--- config.mk ---
export PLATFORM = sky130hd
export DESIGN_NAME = video_timing_gen_flat
export DESIGN_NICKNAME = d
export VERILOG_FILES = /design/src/rtl/video_timing_gen_pkg.sv /design/src/rtl/video_timing_gen_if.sv /design/src/rtl/video_timing_gen_axis_counter.sv /design/src/rtl/video_timing_gen.sv /design/src/flat_wrapper.sv
export SDC_FILE = /design/constraint.sdc
export NUM_CORES = 1
export LEC_CHECK = 0
export CAP_MARGIN = 40
export CORE_MARGIN = 2
export CORE_UTILIZATION = 40
export CTS_CLUSTER_SIZE = 20
export DETAILED_ROUTE_END_ITERATION = 6
export SYNTH_ARGS = -nofsm -noshare
export SYNTH_HDL_FRONTEND = slang
export SYNTH_SLANG_ARGS = --single-unit
--- constraint.sdc ---
create_clock -name clk -period 2.5 [get_ports clk]
set_clock_uncertainty 0.05 [all_clocks]
set_input_delay 0.375 -clock clk [delete_from_list [all_inputs] [get_ports clk]]
set_output_delay 0.375 -clock clk [all_outputs]
set_load 0.01 [all_outputs]
--- src/rtl/video_timing_gen_pkg.sv ---
// video_timing_pkg
//   Shared constants and helpers for the raster timing generator.
//   - DEF_* : the 320x480 mode on a 12.5875 MHz pixel clock (400x525 raster)
//   - mode_t presets: MODE_320X480 (default) and MODE_256X240 (no y scaling)
//   - axisTotal(): full length of one axis (visible + porches + sync)
package video_timing_pkg;

  localparam int DEF_H_VISIBLE = 320;
  localparam int DEF_H_FRONT   = 8;
  localparam int DEF_H_SYNC    = 48;
  localparam int DEF_H_BACK    = 24;
  localparam int DEF_V_VISIBLE = 480;
  localparam int DEF_V_FRONT   = 10;
  localparam int DEF_V_SYNC    = 2;
  localparam int DEF_V_BACK    = 33;
  localparam int DEF_X_SHIFT   = 0;
  localparam int DEF_Y_SHIFT   = 1;

  typedef struct packed {
    int hVisible;
    int hFront;
    int hSync;
    int hBack;
    int vVisible;
    int vFront;
    int vSync;
    int vBack;
    int xShift;
    int yShift;
  } mode_t;

  localparam mode_t MODE_320X480 = '{
    hVisible: DEF_H_VISIBLE, hFront: DEF_H_FRONT, hSync: DEF_H_SYNC, hBack: DEF_H_BACK,
    vVisible: DEF_V_VISIBLE, vFront: DEF_V_FRONT, vSync: DEF_V_SYNC, vBack: DEF_V_BACK,
    xShift: DEF_X_SHIFT, yShift: DEF_Y_SHIFT
  };

  // 256x240 on a 336x262 raster, one line per row so no vertical scaling.
  localparam mode_t MODE_256X240 = '{
    hVisible: 256, hFront: 8, hSync: 32, hBack: 40,
    vVisible: 240, vFront: 3, vSync: 3, vBack: 16,
    xShift: 0, yShift: 0
  };

  function automatic int axisTotal(input int visible, input int front,
                                   input int sync, input int back);
    return visible + front + sync + back;
  endfunction

endpackage

--- src/rtl/video_timing_gen_if.sv ---
// video_timing_gen_if
//   Bundle between the timing generator and its consumers (pixel pipeline,
//   PPU/CPU arbitration).
//   - en            : pixel advance enable, driven by the consumer side
//   - hsync/vsync   : sync levels, polarity fixed by the generator parameters
//   - visible/xp/yp : visibility and scaled coordinates of the current pixel
//   - writable      : vertical blanking, VRAM/OAM free for the CPU
//   - line_start/frame_start/vblank_start : single-clk event pulses
//   - frame_count   : completed-frame counter
//   Modports: master = generator, slave = consumer.
interface video_timing_gen_if #(
  parameter int XP_W    = 8,
  parameter int YP_W    = 8,
  parameter int FRAME_W = 8
) ();

  logic               en;
  logic               hsync;
  logic               vsync;
  logic               visible;
  logic [XP_W-1:0]    xp;
  logic [YP_W-1:0]    yp;
  logic               writable;
  logic               line_start;
  logic               frame_start;
  logic               vblank_start;
  logic [FRAME_W-1:0] frame_count;

  modport master (
    input  en,
    output hsync, vsync, visible, xp, yp, writable,
           line_start, frame_start, vblank_start, frame_count
  );

  modport slave (
    output en,
    input  hsync, vsync, visible, xp, yp, writable,
           line_start, frame_start, vblank_start, frame_count
  );

endinterface

--- src/rtl/video_timing_gen_axis_counter.sv ---
// video_axis_counter
//   One raster axis: a position counter that wraps after VISIBLE+FRONT+SYNC+BACK
//   steps and restarts from its last position on reset.
//   Ports:
//   - clk, rst     : clock, synchronous active-high reset
//   - step_i       : advance one position on this edge
//   - count_o      : position the counter holds after this edge
//   - wrap_o       : this edge moves the counter from its last position to 0
//   - in_visible_o : count_o lies in the visible region
//   - in_sync_o    : count_o lies in the sync region
//   All outputs look ahead to the position being entered so that the parent
//   can register its decoded outputs on the same edge as the position itself.
module video_axis_counter
  import video_timing_pkg::*;
#(
  parameter int VISIBLE = 320,
  parameter int FRONT   = 8,
  parameter int SYNC    = 48,
  parameter int BACK    = 24,
  parameter int W       = 10
) (
  input  logic         clk,
  input  logic         rst,
  input  logic         step_i,
  output logic [W-1:0] count_o,
  output logic         wrap_o,
  output logic         in_visible_o,
  output logic         in_sync_o
);

  localparam int TOTAL = axisTotal(VISIBLE, FRONT, SYNC, BACK);

  localparam logic [W-1:0] LAST       = W'(TOTAL - 1);
  localparam logic [W-1:0] VIS_END    = W'(VISIBLE);
  localparam logic [W-1:0] SYNC_BEGIN = W'(VISIBLE + FRONT);
  localparam logic [W-1:0] SYNC_END   = W'(VISIBLE + FRONT + SYNC);

  logic [W-1:0] count_q;
  logic [W-1:0] count_d;
  logic         atLast;

  assign atLast = (count_q == LAST);

  // Next position: hold unless stepped, wrap to 0 after the last position.
  always_comb begin
    count_d = count_q;
    if (step_i) begin
      count_d = atLast ? '0 : count_q + 1'b1;
    end
  end

  // Reset parks the axis on its last position so the first step enters 0.
  always_ff @(posedge clk) begin
    if (rst) begin
      count_q <= LAST;
    end else begin
      count_q <= count_d;
    end
  end

  assign count_o      = count_d;
  assign wrap_o       = step_i & atLast;
  assign in_visible_o = (count_d < VIS_END);
  assign in_sync_o    = (count_d >= SYNC_BEGIN) && (count_d < SYNC_END);

endmodule

--- src/rtl/video_timing_gen.sv ---
// video_timing_gen
//   Parametrised raster timing generator: sync, visibility, scaled pixel
//   coordinates, CPU-writable window, line/frame/vblank event pulses and a
//   completed-frame counter.
//   Ports:
//   - clk : pixel or system clock
//   - rst : synchronous, active-high reset
//   - vif : video_timing_gen_if.master (en in; all timing outputs out)
//   Every output is a register loaded on the same edge as the position, so it
//   always describes the current (hcount, vcount).
module video_timing_gen
  import video_timing_pkg::*;
#(
  parameter int H_VISIBLE = DEF_H_VISIBLE,
  parameter int H_FRONT   = DEF_H_FRONT,
  parameter int H_SYNC    = DEF_H_SYNC,
  parameter int H_BACK    = DEF_H_BACK,
  parameter int V_VISIBLE = DEF_V_VISIBLE,
  parameter int V_FRONT   = DEF_V_FRONT,
  parameter int V_SYNC    = DEF_V_SYNC,
  parameter int V_BACK    = DEF_V_BACK,
  parameter bit HSYNC_POL = 1'b1,
  parameter bit VSYNC_POL = 1'b1,
  parameter int X_SHIFT   = DEF_X_SHIFT,
  parameter int Y_SHIFT   = DEF_Y_SHIFT,
  parameter int CNT_W     = 10,
  parameter int XP_W      = 8,
  parameter int YP_W      = 8,
  parameter int FRAME_W   = 8
) (
  input  logic               clk,
  input  logic               rst,
  video_timing_gen_if.master vif
);

  localparam int H_TOTAL = axisTotal(H_VISIBLE, H_FRONT, H_SYNC, H_BACK);
  localparam int V_TOTAL = axisTotal(V_VISIBLE, V_FRONT, V_SYNC, V_BACK);

  // Zero-length porches or sync would collapse the decode windows, and a
  // narrow counter could never reach the end of the line or frame.
  if (H_VISIBLE == 0 || H_FRONT == 0 || H_SYNC == 0 || H_BACK == 0 ||
      V_VISIBLE == 0 || V_FRONT == 0 || V_SYNC == 0 || V_BACK == 0) begin : gBadGeometry
    $error("video_timing_gen: porch, sync and visible lengths must be non-zero");
  end
  if ((2 ** CNT_W) < H_TOTAL || (2 ** CNT_W) < V_TOTAL) begin : gBadCounterWidth
    $error("video_timing_gen: CNT_W too small for H_TOTAL/V_TOTAL");
  end

  logic [CNT_W-1:0] hNext;
  logic [CNT_W-1:0] vNext;
  logic             hWrap;
  logic             vWrap;
  logic             hInVis;
  logic             vInVis;
  logic             hInSync;
  logic             vInSync;
  logic             vStep;

  // The vertical axis moves only on the edge that wraps the horizontal one.
  assign vStep = vif.en & hWrap;

  video_axis_counter #(
    .VISIBLE (H_VISIBLE),
    .FRONT   (H_FRONT),
    .SYNC    (H_SYNC),
    .BACK    (H_BACK),
    .W       (CNT_W)
  ) uHAxis (
    .clk          (clk),
    .rst          (rst),
    .step_i       (vif.en),
    .count_o      (hNext),
    .wrap_o       (hWrap),
    .in_visible_o (hInVis),
    .in_sync_o    (hInSync)
  );

  video_axis_counter #(
    .VISIBLE (V_VISIBLE),
    .FRONT   (V_FRONT),
    .SYNC    (V_SYNC),
    .BACK    (V_BACK),
    .W       (CNT_W)
  ) uVAxis (
    .clk          (clk),
    .rst          (rst),
    .step_i       (vStep),
    .count_o      (vNext),
    .wrap_o       (vWrap),
    .in_visible_o (vInVis),
    .in_sync_o    (vInSync)
  );

  logic               hsync_q,       hsync_d;
  logic               vsync_q,       vsync_d;
  logic               visible_q,     visible_d;
  logic [XP_W-1:0]    xp_q,          xp_d;
  logic [YP_W-1:0]    yp_q,          yp_d;
  logic               writable_q,    writable_d;
  logic               lineStart_q,   lineStart_d;
  logic               frameStart_q,  frameStart_d;
  logic               vblankStart_q, vblankStart_d;
  logic [FRAME_W-1:0] frameCount_q,  frameCount_d;

  // Decode the position being entered; coordinates are zeroed outside the
  // visible area so consumers never see porch or sync addresses.
  always_comb begin
    visible_d     = hInVis & vInVis;
    hsync_d       = hInSync ? HSYNC_POL : ~HSYNC_POL;
    vsync_d       = vInSync ? VSYNC_POL : ~VSYNC_POL;
    xp_d          = visible_d ? XP_W'(hNext >> X_SHIFT) : '0;
    yp_d          = visible_d ? YP_W'(vNext >> Y_SHIFT) : '0;
    writable_d    = ~vInVis;
    lineStart_d   = hWrap;
    frameStart_d  = hWrap & vWrap;
    vblankStart_d = hWrap & (vNext == CNT_W'(V_VISIBLE));
    frameCount_d  = frameStart_d ? frameCount_q + 1'b1 : frameCount_q;
  end

  // Reset wins over en; with en low the levels hold and the pulses drop.
  always_ff @(posedge clk) begin
    if (rst) begin
      hsync_q       <= ~HSYNC_POL;
      vsync_q       <= ~VSYNC_POL;
      visible_q     <= 1'b0;
      xp_q          <= '0;
      yp_q          <= '0;
      writable_q    <= 1'b1;
      lineStart_q   <= 1'b0;
      frameStart_q  <= 1'b0;
      vblankStart_q <= 1'b0;
      frameCount_q  <= '0;
    end else if (vif.en) begin
      hsync_q       <= hsync_d;
      vsync_q       <= vsync_d;
      visible_q     <= visible_d;
      xp_q          <= xp_d;
      yp_q          <= yp_d;
      writable_q    <= writable_d;
      lineStart_q   <= lineStart_d;
      frameStart_q  <= frameStart_d;
      vblankStart_q <= vblankStart_d;
      frameCount_q  <= frameCount_d;
    end else begin
      lineStart_q   <= 1'b0;
      frameStart_q  <= 1'b0;
      vblankStart_q <= 1'b0;
    end
  end

  assign vif.hsync        = hsync_q;
  assign vif.vsync        = vsync_q;
  assign vif.visible      = visible_q;
  assign vif.xp           = xp_q;
  assign vif.yp           = yp_q;
  assign vif.writable     = writable_q;
  assign vif.line_start   = lineStart_q;
  assign vif.frame_start  = frameStart_q;
  assign vif.vblank_start = vblankStart_q;
  assign vif.frame_count  = frameCount_q;

`ifdef SIM
  // Simulation-only progress marker at the start of each frame.
  always @(posedge clk) begin
    if (frameStart_q) begin
      $display("[video_timing_gen] next frame, frame_count=%0d", frameCount_q);
    end
  end
`endif

endmodule

--- src/flat_wrapper.sv ---
// flat-port wrapper written by rule: the top's interface ports become plain ports
module video_timing_gen_flat import video_timing_pkg::*;
#(
  parameter int H_VISIBLE = DEF_H_VISIBLE,
  parameter int H_FRONT   = DEF_H_FRONT,
  parameter int H_SYNC    = DEF_H_SYNC,
  parameter int H_BACK    = DEF_H_BACK,
  parameter int V_VISIBLE = DEF_V_VISIBLE,
  parameter int V_FRONT   = DEF_V_FRONT,
  parameter int V_SYNC    = DEF_V_SYNC,
  parameter int V_BACK    = DEF_V_BACK,
  parameter bit HSYNC_POL = 1'b1,
  parameter bit VSYNC_POL = 1'b1,
  parameter int X_SHIFT   = DEF_X_SHIFT,
  parameter int Y_SHIFT   = DEF_Y_SHIFT,
  parameter int CNT_W     = 10,
  parameter int XP_W      = 8,
  parameter int YP_W      = 8,
  parameter int FRAME_W   = 8
)
  (clk, rst, vif_en, vif_hsync, vif_vsync, vif_visible, vif_xp, vif_yp, vif_writable, vif_line_start, vif_frame_start, vif_vblank_start, vif_frame_count);
  video_timing_gen_if #(.XP_W(XP_W), .YP_W(YP_W), .FRAME_W(FRAME_W)) vif_i ();
  input  logic clk;
  input  logic rst;
  input wire logic [$bits(vif_i.en)-1:0] vif_en;
  output wire logic [$bits(vif_i.hsync)-1:0] vif_hsync;
  output wire logic [$bits(vif_i.vsync)-1:0] vif_vsync;
  output wire logic [$bits(vif_i.visible)-1:0] vif_visible;
  output wire logic [$bits(vif_i.xp)-1:0] vif_xp;
  output wire logic [$bits(vif_i.yp)-1:0] vif_yp;
  output wire logic [$bits(vif_i.writable)-1:0] vif_writable;
  output wire logic [$bits(vif_i.line_start)-1:0] vif_line_start;
  output wire logic [$bits(vif_i.frame_start)-1:0] vif_frame_start;
  output wire logic [$bits(vif_i.vblank_start)-1:0] vif_vblank_start;
  output wire logic [$bits(vif_i.frame_count)-1:0] vif_frame_count;
  assign vif_i.en = vif_en;
  assign vif_hsync = vif_i.hsync;
  assign vif_vsync = vif_i.vsync;
  assign vif_visible = vif_i.visible;
  assign vif_xp = vif_i.xp;
  assign vif_yp = vif_i.yp;
  assign vif_writable = vif_i.writable;
  assign vif_line_start = vif_i.line_start;
  assign vif_frame_start = vif_i.frame_start;
  assign vif_vblank_start = vif_i.vblank_start;
  assign vif_frame_count = vif_i.frame_count;
  video_timing_gen #(.H_VISIBLE(H_VISIBLE), .H_FRONT(H_FRONT), .H_SYNC(H_SYNC), .H_BACK(H_BACK), .V_VISIBLE(V_VISIBLE), .V_FRONT(V_FRONT), .V_SYNC(V_SYNC), .V_BACK(V_BACK), .HSYNC_POL(HSYNC_POL), .VSYNC_POL(VSYNC_POL), .X_SHIFT(X_SHIFT), .Y_SHIFT(Y_SHIFT), .CNT_W(CNT_W), .XP_W(XP_W), .YP_W(YP_W), .FRAME_W(FRAME_W)) u_core (.clk(clk), .rst(rst), .vif(vif_i));
endmodule
==> impl_metrics.py <==
metrics = {
    "placed_design": {
        "gp_congestion": 0.868,
        "dp_hpwl_um": 4450,
        "placed_area_um2": 3130,
        "io_buffers": 33,
    },
    "routing": {
        "drt_iter0_drc": 107,
        "wl_um": 5840,
        "remaining_drc_errors": 0,
        "first_pass_iters": 4,
        "avgRoutedWirePerCell_um": 13.8,
        "ant_nets": 0,
        "vias": 2222,
        "routed_via_density": 5.24,
    },
    "cts": {
        "cts_buffers": 5,
        "clkTransAtPathRegs_ps": 80,
        "holdBufCountCts": 0,
        "insertion_delay_ps": 300,
        "cts_root_buf": "clkbuf_8",
        "cts_tree": "yes",
        "clockBufferDepth": 2,
        "ctsHtreeMaxLevel": 2,
        "cts_sinks": 51,
    },
    "yosys": {
        "syn_area_per_cell_um2": 8.77,
        "syn-num-nets": 289,
        "synth.distinct_cells": 53,
        "yosysTopAreaCellShare": 0.413,
        "netlist_area_um2": 2470,
        "synth_commonest_cells": "dfxtp_1 (51), nand2_1 (32), nor2_1 (28)",
        "synth_top_area_cell": "dfxtp_1",
        "synth_xor_area_frac": 0.0744,
        "synth_edf_count": 0,
        "syn_inst": 282,
        "ys_ff_latch": 51,
        "synth_compound_gate_area_share": 0.155,
        "synth_top_family_by_area": "simple AND/OR/NAND/NOR gates",
        "yosysMostFrequentCell": "dfxtp_1",
        "synth.top_cells.by_area": "dfxtp_1 (41%), nand2_1 (4.9%), nor2_1 (4.3%)",
        "synthAdderAreaFrac": 0.0202,
        "synthMuxAreaShare": 0.00455,
        "synth-simple-area-share": 0.269,
        "ys.flop_type": "dfxtp_1",
        "yosysWarnings": 0,
        "synth_seq_area_share": 0.413,
        "async_flop_share": 0,
    },
    "timing": {
        "tightest_slew_ps": 864,
        "period_share": 0.988,
        "slew_viol_final": 0,
        "rsz0062_at_grt": "yes",
        "max_freq_mhz": 405,
        "finalSetupViolCount": 0,
        "hold_viol": 0,
        "max_slew_margin": 0.422,
        "min_period_ps": 2470,
        "fin_setup_tns_ps": 0,
    },
    "pwr": {
        "combPwrFrac": 0.300,
        "finalPower_uw": 1920,
        "power.switching_uw": 599,
        "clock_power_share": 0.226,
        "cellPowerDensity_nw_per_um2": 593,
        "p_sw_frac": 0.312,
        "peakVddDrop_v": 0.000299,
        "leakage_uw": 0.00126,
        "p_int_uw": 1320,
        "power_frac_seq": 0.474,
    },
    "outcome": {
        "status": "complete, no violations",
    },
    "setup_path": {
        "required_ps": 2690,
        "setup.worst_path.start_class": "register",
        "crit_slowest_cell": "or4_4",
        "crit_type": "register to register",
        "critical_path.max_stage_delay_ps": 580,
        "path_cells": "or4_4, or4_4, nor2_8, nor4_2, a2111o_1, buf_6, buf_4, o21ai_1",
        "endpoint_kind": "register",
        "cp_max_fo": 5,
        "critPathArrivalTime_ps": 2660,
        "crit_path_frequent_cell": "or4_4",
    },
    "global_route": {
        "antenna_found_initial": 0,
        "overflow": 0,
        "grt_use_total": 0.186,
        "first_global_vias": 2033,
        "grt_max_degree": 20,
        "grt_pass1_wl_um": 9670,
    },
    "cells_and_area": {
        "drive_above_1_share": 0.244,
        "fin_nets": 357,
        "nFillCells": 553,
        "area_growth_pct": 31.2,
        "final_cell_area_um2": 3240,
        "antenna_cells": 0,
    },
    "die": {
        "io_pins": 34,
        "die_y_um": 82.6,
        "start_util": 0.415,
        "die_area_um2": 6830,
        "die_w_um": 82.6,
        "coreArea_um2": 5960,
        "rows": 28,
    },
    "flow_run": {
        "drv_cap": 0,
    },
    "hold_path": {
        "hold_path.class": "register to register",
    },
}
-- area by class of cell --
| class | count | area [µm²] | area share |
|---|---|---|---|
| Clock buffer | 6 | 72.6 | 0.0224 |
| Timing Repair Buffer | 82 | 718 | 0.221 |
| Sequential cell | 51 | 1020 | 0.315 |
| Tap cell | 75 | 93.8 | 0.0289 |
| Inverter | 5 | 18.8 | 0.00579 |
| Multi-Input combinational cell | 205 | 1320 | 0.406 |
-- worst paths after layout --
kind	cells past startpoint	slack (ps)	from	end
worst max-delay path	8	30	u_core.uVAxis.count_q[8]	u_core.vif.xp[2]
worst max register to register	8	30	u_core.uVAxis.count_q[8]	u_core.vif.xp[2]
worst min-delay path	2	400	u_core.vif.visible	u_core.vif.visible
worst min register to register	2	400	u_core.vif.visible	u_core.vif.visible
-- state kept, by name, summed over array words and instances (netlist names), 8 cells and up --
register and flops:
u_core.uHAxis.count_q 10, u_core.vif.frame_count 8, u_core.uVAxis.count_q 10, u_core.vif.yp 8, u_core.vif.xp 8
-- through the flow --
| stage | std cells | hold slack, ps | setup WS [ps] | util |
|---|---|---|---|---|
| floorplan | 282 | 417 | 14.8 | - |
| global placement | 417 | 383 | -189 | 0.526 |
| detailed placement | 417 | 385 | -235 | 0.526 |
| CTS | 423 | 400 | 8.72 | 0.538 |
| global route | 424 | 413 | -52.5 | 0.545 |
| finish | 424 | 395 | 30.0 | 0.545 |
-- cells in the final DEF, fill, tap and decap left out, types with 3 or more instances in the layout --
cell type,instances
and3_1,6
xor2_1,10
xnor2_1,11
or2_2,4
nor3_1,8
buf_4,46
clkbuf_8,5
inv_1,5
o21bai_1,4
ha_1,4
nand3_1,15
o21ai_0,7
o31ai_1,4
nor4_2,3
nand4_1,8
nor2_1,28
a211oi_1,3
nand2_1,32
dfxtp_1,50
nor4_1,4
a21oi_1,11
o21ai_2,9
clkdlybuf4s50_1,33
nand2b_1,3
-- timing repair --
item	in CTS	in global routing
buffers inserted	0	1
endpoints found under the setup margin	16	21
resized for setup	1	9
pin swaps	0	2
-- per-layer routing --
layer	wire length (µm)	vias to the layer above	GRT usage
met1	2800	1060	0.246
li1	-	1128	-
met5	0	-	0
met4	106	0	0.0590
met2	2820	24	0.302
met3	113	10	0.0391
-- logic make-up (layout without fill, tap and decap cells) --
group,count (synthesis),count (layout)
xor gates and xnor gates,21,21
DFF,51,51
and+or+nand+nor,125,125
adders and majority gates,4,4
muxes,1,1
buffers and inverters,26,93
AOI/OAI and AO/OA,54,54
-- critical path, delay by kind of cell, from the launching register on --
family                 cells  cell delay [ps]
buffers and inverters      2              280
AND/OR/NAND/NOR            4             1290
AO/OA/AOI/OAI              2              450
flip-flops                 1              330
-- power groups by stage --
stage / clock network [µW] / registers [µW] / logic (µW)
2_1_floorplan: 0 / 923 / 332
4_1_cts: 454 / 910 / 562
3_5_place_dp: 0 / 929 / 551
5_1_grt: 475 / 920 / 632
3_3_place_gp: 0 / 929 / 551
6_report: 434 / 912 / 578
No activity file was read; power rests on OpenSTA's default activity.
